## src/rtl/wb_regfile_writer_pkg.sv

```systemverilog
// Shared write-back definitions: register file geometry and the register-write record.
// Used by both decode and write-back.
package wb_regfile_writer_pkg;

  localparam int unsigned DATA_W = 19;
  localparam int unsigned NREG   = 8;
  localparam int unsigned ADDR_W = 3;

  localparam logic [ADDR_W-1:0] R0_IDX = '0;

  typedef struct packed {
    logic [ADDR_W-1:0] rd;
    logic [DATA_W-1:0] data;
  } reg_wr_t;

  function automatic logic is_r0(input logic [ADDR_W-1:0] idx);
    return idx == R0_IDX;
  endfunction

endpackage

```

## src/rtl/regfile_8x19.sv

```systemverilog
// 8 x 19-bit register file: one write port, two read ports bypassed from the write port.
// R0 is hard-wired to zero.
module regfile_8x19
  import wb_regfile_writer_pkg::*;
(
  input  logic              clk,
  input  logic              reset_n,
  input  logic              wr_en,
  input  logic [ADDR_W-1:0] wr_rd,
  input  logic [DATA_W-1:0] wr_data,
  input  logic [ADDR_W-1:0] rs1_addr,
  input  logic [ADDR_W-1:0] rs2_addr,
  output logic [DATA_W-1:0] rs1_data,
  output logic [DATA_W-1:0] rs2_data
);

  logic [DATA_W-1:0] regs_q [NREG];
  logic              wr_live;

  assign wr_live = wr_en && !is_r0(wr_rd);

  // Entry 0 is only ever reset, so it holds zero forever.
  always_ff @(posedge clk or negedge reset_n) begin
    if (!reset_n) begin
      for (int i = 0; i < NREG; i++) begin
        regs_q[i] <= '0;
      end
    end else begin
      for (int i = 1; i < NREG; i++) begin
        if (wr_live && wr_rd == ADDR_W'(i)) begin
          regs_q[i] <= wr_data;
        end
      end
    end
  end

  always_comb begin
    rs1_data = regs_q[rs1_addr];
    rs2_data = regs_q[rs2_addr];
    if (is_r0(rs1_addr)) begin
      rs1_data = '0;
    end else if (wr_live && wr_rd == rs1_addr) begin
      rs1_data = wr_data;
    end
    if (is_r0(rs2_addr)) begin
      rs2_data = '0;
    end else if (wr_live && wr_rd == rs2_addr) begin
      rs2_data = wr_data;
    end
  end

endmodule

```

## src/rtl/wb_regfile_writer.sv

```systemverilog
// Write-back stage: arbitrates load and ALU results onto the register file write port,
// buffers one stalled ALU result, and tracks outstanding writes per register.
module wb_regfile_writer
  import wb_regfile_writer_pkg::*;
(
  input  logic              clk,
  input  logic              reset_n,
  input  logic              alu_valid,
  output logic              alu_ready,
  input  logic [ADDR_W-1:0] alu_rd,
  input  logic [DATA_W-1:0] alu_data,
  input  logic              mem_valid,
  input  logic [ADDR_W-1:0] mem_rd,
  input  logic [DATA_W-1:0] mem_data,
  input  logic              issue_valid,
  input  logic [ADDR_W-1:0] issue_rd,
  input  logic [ADDR_W-1:0] rs1_addr,
  input  logic [ADDR_W-1:0] rs2_addr,
  output logic [DATA_W-1:0] rs1_data,
  output logic [DATA_W-1:0] rs2_data,
  output logic              rs1_busy,
  output logic              rs2_busy,
  output logic              commit_valid,
  output logic [ADDR_W-1:0] commit_rd,
  output logic [DATA_W-1:0] commit_data
);

  reg_wr_t         hold_q, hold_d;
  logic            hold_valid_q, hold_valid_d;
  logic            alu_xfer;
  reg_wr_t         wr;
  logic            wr_sel;
  logic            wr_en;
  logic [NREG-1:0] busy_q, busy_d;
  logic            commit_valid_q;
  reg_wr_t         commit_q;

  assign alu_ready = !hold_valid_q;
  assign alu_xfer  = alu_valid && alu_ready;

  // Priority: load (cannot stall) > held ALU entry > fresh ALU result.
  always_comb begin
    hold_d       = hold_q;
    hold_valid_d = hold_valid_q;
    wr_sel       = 1'b0;
    wr           = '0;
    if (mem_valid) begin
      wr_sel = 1'b1;
      wr     = '{rd: mem_rd, data: mem_data};
      if (alu_xfer) begin
        hold_valid_d = 1'b1;
        hold_d       = '{rd: alu_rd, data: alu_data};
      end
    end else if (hold_valid_q) begin
      wr_sel       = 1'b1;
      wr           = hold_q;
      hold_valid_d = 1'b0;
    end else if (alu_xfer) begin
      wr_sel = 1'b1;
      wr     = '{rd: alu_rd, data: alu_data};
    end
  end

  // Writes to R0 are dropped entirely: no commit and no scoreboard effect.
  assign wr_en = wr_sel && !is_r0(wr.rd);

  // A newer issue to the same register outranks the completing write.
  always_comb begin
    busy_d = busy_q;
    if (wr_en) begin
      busy_d[wr.rd] = 1'b0;
    end
    if (issue_valid && !is_r0(issue_rd)) begin
      busy_d[issue_rd] = 1'b1;
    end
  end

  always_ff @(posedge clk or negedge reset_n) begin
    if (!reset_n) begin
      hold_valid_q   <= 1'b0;
      hold_q         <= '0;
      busy_q         <= '0;
      commit_valid_q <= 1'b0;
      commit_q       <= '0;
    end else begin
      hold_valid_q   <= hold_valid_d;
      hold_q         <= hold_d;
      busy_q         <= busy_d;
      commit_valid_q <= wr_en;
      if (wr_en) begin
        commit_q <= wr;
      end
    end
  end

  assign rs1_busy = busy_q[rs1_addr] && !(wr_en && wr.rd == rs1_addr);
  assign rs2_busy = busy_q[rs2_addr] && !(wr_en && wr.rd == rs2_addr);

  assign commit_valid = commit_valid_q;
  assign commit_rd    = commit_q.rd;
  assign commit_data  = commit_q.data;

  regfile_8x19 u_regfile (
    .clk      (clk),
    .reset_n  (reset_n),
    .wr_en    (wr_en),
    .wr_rd    (wr.rd),
    .wr_data  (wr.data),
    .rs1_addr (rs1_addr),
    .rs2_addr (rs2_addr),
    .rs1_data (rs1_data),
    .rs2_data (rs2_data)
  );

endmodule

```

## config.mk

```make
export PLATFORM = sky130hd
export DESIGN_NAME = wb_regfile_writer
export DESIGN_NICKNAME = d
export VERILOG_FILES = /design/src/rtl/wb_regfile_writer_pkg.sv /design/src/rtl/regfile_8x19.sv /design/src/rtl/wb_regfile_writer.sv
export SDC_FILE = /design/constraint.sdc
export NUM_CORES = 1
export LEC_CHECK = 0
export ABC_AREA = 1
export CORE_MARGIN = 4
export CORE_UTILIZATION = 40
export DETAILED_ROUTE_END_ITERATION = 7
export GPL_TIMING_DRIVEN = 0
export SYNTH_ARGS = -nofsm -noshare
export SYNTH_HDL_FRONTEND = slang
export SYNTH_HIERARCHICAL = 1
export SYNTH_SLANG_ARGS = --single-unit
```

## constraint.sdc

```tcl
create_clock -name clk -period 3.2 [get_ports clk]
set_input_delay 0.64 -clock clk [delete_from_list [all_inputs] [get_ports clk]]
set_output_delay 0.64 -clock clk [all_outputs]
set_load 0.005 [all_outputs]
```

==> results of run 1 <==
-- placed cells by master (no fill, tap or decap), types with 6 or more instances in the layout --
master | Yosys | layout
nand2_1 | 650 | 607
dfrtp_1 | 187 | 186
nand3_1 | 173 | 169
o21ai_0 | 143 | 143
nor2_1 | 115 | 76
clkdlybuf4s50_1 | 0 | 70
inv_1 | 83 | 67
buf_2 | 46 | 62
buf_4 | 11 | 57
a21oi_1 | 60 | 47
buf_6 | 7 | 37
nand2_2 | 11 | 36
nor2_2 | 2 | 22
mux2_2 | 22 | 22
o21ai_2 | 21 | 21
nor2_4 | 2 | 21
nand2_4 | 3 | 19
clkbuf_16 | 0 | 17
clkbuf_2 | 0 | 17
inv_2 | 4 | 16
clkbuf_1 | 31 | 15
a21oi_2 | 1 | 11
dlygate4sd2_1 | 0 | 11
buf_12 | 0 | 6
inv_8 | 0 | 6
buf_8 | 0 | 6
-- cell type report --
type                            count  area [um2]  area share
Buffer                            101         654      0.0452
Clock buffer                       18         439      0.0304
Clock inverter                     14         166      0.0115
Inverter                           88         348      0.0240
Multi-Input combinational cell   1214        5970       0.412
Sequential cell                   187        4680       0.324
Tap cell                          341         427      0.0295
Timing Repair Buffer              187        1790       0.123
-- worst max-delay path: cells and delay by family --
family / cells / cell delay (ns)
buffers and inverters: 8 / 1.23
and+or+nand+nor: 6 / 0.61
AOI/OAI and AO/OA: 1 / 0.16
-- worst paths after layout --
check / end / slack [ns] / cells past startpoint
setup / recovery: rs1_data[5] / -0.09 / 15
hold / removal: u_regfile/regs_q[66] / 0.16 / 1
setup reg to reg: u_regfile/regs_q[36] / 0.41 / 13
hold reg to reg: busy_q[0] / 0.51 / 1
max in group asynchronous: hold_valid_q / 1.99 / 2
min in group clk: busy_q[0] / 0.51 / 1
-- cells by family after synthesis --
kind of cell	Yosys count	share of synthesized area
mux	22	0.0226
xor+xnor	3	0.00240
buf+inv	190	0.0788
simple gates	961	0.358
compound gates	228	0.112
flops	187	0.427
-- routing by layer --
layer  share of wire  track usage
met1            0.39        0.388
met2            0.44        0.474
met3            0.11       0.0798
met4           0.057        0.161
met5               0            0
-- sequential cells by signal, summed over array words and instances (netlist names) --
name	count
u_regfile/regs_q	133
busy_q	8
hold_valid_q	1
commit_data	19
commit_valid	1
hold_q	22
commit_rd	3
-- where the power goes --
part	internal [mW]	switching [mW]
clock	1.15	1.10
combinational	1.26	1.71
sequential	3.07	0.582
total	5.48	3.39
-- through the flow --
stage	area, um2	setup WS [ns]	hold slack, ns	power (mW)	setup TNS [ns]
after global placement	12600	-6.72	0.444	6.23	-1289.01
final	14500	-0.0906	0.160	8.87	-1.33
after global routing	14500	-0.224	0.204	9.42	-5.58
after CTS	14100	-0.0881	0.180	8.71	-1.31
after detailed placement	12600	-1.07	0.493	6.29	-38.99
after floorplan	11000	0.437	0.344	5.15	0
-- what timing repair did --
item | in CTS | in global routing
gates resized for setup | 338 | 88
endpoints found under the setup margin | 38 | 38
cloned | 4 | 0
endpoints found under the hold margin | 0 | 0
pin swaps | 59 | 43
buffers inserted | 58 | 9
==> metrics.yaml, run 1 <==
run_status:
  status: "finished with violations"
  failed_checks: "setup timing"
floorplan:
  start_util: 0.407
  die_area_um2: 30100
  die-height_um: 174
  die_w_um: 174
  io_pins: 122
  row_count: 60
  core_um2: 27000
clocking:
  cts_root_buf: "clkbuf_16"
  clk-insertion-delay-late_ns: 0.45
  cts_tree: "yes"
  holdBufCountCts: 0
  path_clk_slew_ns: 0.08
  cts_buffers: 17
  clkSinkCount: 187
  clock_path_buffers: 2
  htreeDepth: 4
yosys:
  synth_area_leader_cell: "dfrtp_1"
  synth_fp_nets: 1649
  yosysWarnings: 44
  netlist_area_um2: 11000
  netlist_top_cells_count: "650 x nand2_1, 187 x dfrtp_1, 173 x nand3_1"
  synth.most_common_cell: "nand2_1"
  synthCells: 1591
  ys_ff_latch: 187
  yosys-top-cells-area: "dfrtp_1 43%, nand2_1 22%, nand3_1 7.9%"
  syn_area_per_cell_um2: 6.90
  ys.flop_type: "dfrtp_1"
  yosys.cell_types.count: 29
  seq_area_frac_synth: 0.427
  synth_edf_count: 0
  synth-async-reset-ratio: 1.00
  yosys.area.top_type_share: 0.427
hold_path:
  hold_class: "primary input to asynchronous set/reset pin"
cells_and_area:
  syn_to_final_growth_pct: 31.9
  stdcell_count: 2150
  fin_util: 0.537
  diodes: 0
  layout-drive-gt1-share: 0.228
  fin_nets: 1854
  fill_cells: 2632
power:
  power_per_cell_area_nw_per_um2: 613
  p_leak_nw: 7.09
  peakVddDrop_mv: 0.331
critical_path:
  critical_path_required_ns: 2.56
  r2r-start: "hold_valid_q"
  crit_fanout: 7
  endpoint_kind: "output port"
  crit_type: "primary input to output port"
  cp-startpoint: "mem_rd[2]"
  cp_slowest_cell: "clkdlybuf4s50_1"
  crit_path_start_kind: "primary input"
  cp.arrival_ns: 2.65
  crit_chain: "clkdlybuf4s50_1 -> inv_1 -> nand2_2 -> nand2_4 -> nand3_4 -> buf_12 -> inv_2 -> a21oi_4 -> buf_6 -> nand3_4 -> buf_16 -> buf_6 -> nor2_2 -> nor2_2 -> buf_2"
  slowest_delay_ns: 0.45
placed_design:
  dpl.hpwl_um: 29600
  port_buffers: 120
  dp.cells: 2053
  gp_congestion: 0.929
timing:
  min_period_over_period: 1.03
  slew_violations: 0
  worst_slew_pin_slew_ns: 0.795
  setup_viol: 25
  rsz0062_at_grt: "yes"
  fmaxAchievable_mhz: 304
  slew_headroom: 0.470
  setup_slack_ns: -0.0906
  fin_crit_ns: 3.29
  timing_hold_violations_final: 0
  clock_skew_ns: 0.0148
grt:
  grt-ovfl-total: 0
  antenna_found_initial: 0
  track_usage: 0.304
  grt_pass1_vias: 11900
  grt_pass1_wl_um: 70800
  grt_start_max_net_pins: 116
drt:
  vias_per_cell: 5.57
  via_count: 12000
  postRouteWirelength_um: 46200
  drtIter0Drc: 1640
  wl_per_cell_um: 21.5
  ant_nets: 0
  drc_errors: 0
  dr.pass1.iters: 6
job:
  cap_violations: 0
Power figures use the tool's default switching activity.
==> inputs of run 2 (changes only) <==
--- a/config.mk
+++ b/config.mk
@@ -10,6 +10,7 @@
 export CORE_UTILIZATION = 40
 export DETAILED_ROUTE_END_ITERATION = 7
 export GPL_TIMING_DRIVEN = 0
+export SKIP_CTS_REPAIR_TIMING = 1
 export SYNTH_ARGS = -nofsm -noshare
 export SYNTH_HDL_FRONTEND = slang
 export SYNTH_HIERARCHICAL = 1
==> metrics.yaml, run 2 (synthesis gave the netlist of run 1 again) <==
hold_path:
  hold_class: "primary input to asynchronous set/reset pin"
timing:
  worst_slew_pin_slew_ns: 0.867  # +0.0722 ns
  timing_hold_violations_final: 0  # unchanged
  fin_crit_ns: 3.45  # +0.163 ns
  slew_violations: 0  # unchanged
  tns_ns: -5.26  # -3.94 ns
  slew_headroom: 0.422  # -0.0481
  rsz0062_at_grt: "yes"
  setup_viol: 37  # +48%
  min_period_over_period: 1.08  # +0.0509
  fmaxAchievable_mhz: 290  # -4.7%
  setup_slack_ns: -0.254  # -0.163 ns
  clock_skew_ns: 0.0120  # -0.00283 ns
drt:
  vias_per_cell: 5.62  # +0.82%
  drc_errors: 0  # unchanged
  ant_nets: 0  # unchanged
  drtIter0Drc: 1642  # +0.12%
  wl_per_cell_um: 21.4  # -0.24%
  dr.pass1.iters: 6  # unchanged
  via_count: 12100  # +0.82%
  postRouteWirelength_um: 46100  # -0.24%
critical_path:
  slowest_delay_ns: 0.47  # +0.02 ns
  crit_fanout: 7  # unchanged
  crit_type: "flip-flop to output port"
  crit_chain: "a21oi_2 -> nand2_2 -> nand2_4 -> clkinvlp_4 -> inv_2 -> nand2_2 -> nand2_2 -> nand3_2 -> nor2_4 -> buf_12 -> buf_12 -> buf_6 -> buf_12 -> nor2_1 -> nor2_2 -> buf_2"
  crit_path_start_kind: "flip-flop"
  endpoint_kind: "output port"
  cp.arrival_ns: 2.81  # +0.16 ns
  cp_slowest_cell: "dfrtp_2"
  critical_path_required_ns: 2.56  # about the same
power:
  peakVddDrop_mv: 0.336  # +1.3%
  power_per_cell_area_nw_per_um2: 614  # +0.20%
  finalPower_mw: 8.85  # -0.30%
  p_leak_nw: 7.13  # +0.60%
grt:
  grt_start_max_net_pins: 116  # unchanged
  grt_pass1_vias: 11400  # -4.6%
  track_usage: 0.291  # -0.0122
  antenna_found_initial: 1  # +1
  grt-ovfl-total: 0  # unchanged
  grt_pass1_wl_um: 68000  # -4.0%
floorplan:
  io_pins: 122  # unchanged
  core_um2: 27000  # unchanged
  start_util: 0.407  # unchanged
  die_area_um2: 30100  # unchanged
  die-height_um: 174  # unchanged
  die_w_um: 174  # unchanged
  row_count: 60  # unchanged
job:
  cap_violations: 0  # unchanged
cells_and_area:
  diodes: 0  # unchanged
  fin_util: 0.534  # -0.00265
  fin_nets: 1854  # unchanged
  largest_reg_flops: 133  # unchanged
  layout-drive-gt1-share: 0.225  # -0.00332
  layout_commonest_cell: "nand2_1"
  final_cell_mix: "604 x nand2_1, 186 x dfrtp_1, 168 x nand3_1"
  syn_to_final_growth_pct: 31.2
  regMostFlops: "u_regfile/regs_q"
  final_cell_area_um2: 14400  # -0.49%
clocking:
  cts_root_buf: "clkbuf_16"
  clock_path_buffers: 2  # unchanged
  cts_tree: "yes"
  htreeDepth: 4  # unchanged
  clkSinkCount: 187  # unchanged
  path_clk_slew_ns: 0.08  # about the same
  cts_buffers: 17  # unchanged
  clk-insertion-delay-late_ns: 0.45  # about the same
placed_design:
  placed_area_um2: 12600  # unchanged
  port_buffers: 120  # unchanged
  gp_congestion: 0.929  # unchanged
  dpl.hpwl_um: 29600  # unchanged
run_status:
  status: "finished with violations"
  failed_checks: "setup timing"
## run 2: through the flow
stage	setup slack (ns)	hold WS (ns)	instances
floorplan	0.437	0.344	1591
global placement	-6.72	0.444	2052
detailed placement	-1.07	0.493	2053
CTS	-1.07	0.180	2085
global route	-0.376	0.206	2150
finish	-0.254	0.159	2150
## run 2: area by class of cell
type                            instances  area [um2]
Clock buffer                           18         439
Buffer                                102         658
Timing Repair Buffer                  185        1780
Sequential cell                       187        4680
Clock inverter                         14         166
Inverter                               88         352
Tap cell                              341         427
Multi-Input combinational cell       1215        5890
Fill cell                            2617       12600
## run 2: critical path, delay by kind of cell (launching register included)
kind	cells	cell delay (ns)
AND/OR/NAND/NOR	8	0.80
buffers and inverters	7	0.91
flip-flops	1	0.47
AO/OA/AOI/OAI	1	0.18
## run 2: metal layers
layer  share of wire  routed length (um)  track usage
met4           0.053                2430        0.136
met2            0.45               20600        0.453
met3            0.12                5370       0.0783
met1            0.38               17700        0.380
met5         0.00037                  17            0
## run 2: path summary, 6_finish.rpt
| path | startpoint | slack (ns) | depth (start not counted) | end |
|---|---|---|---|---|
| setup / recovery | hold_valid_q | -0.25 | 16 | rs2_data[10] |
| hold / removal | reset_n | 0.16 | 1 | u_regfile/regs_q[66] |
| setup reg to reg | hold_valid_q | 0.50 | 10 | u_regfile/regs_q[92] |
| hold reg to reg | busy_q[0] | 0.51 | 1 | busy_q[0] |
| max in group asynchronous | reset_n | 2.00 | 2 | hold_valid_q |
| min in group clk | alu_rd[0] | 0.50 | 2 | hold_q[19] |
## run 2: where the power goes
part / leakage, nW / switching (mW) / internal (mW) / total (mW)
clock network: 0.300 / 1.10 / 1.15 / 2.25
logic: 4.55 / 1.70 / 1.24 / 2.94
registers: 2.28 / 0.579 / 3.07 / 3.65
total: 7.13 / 3.38 / 5.47 / 8.85
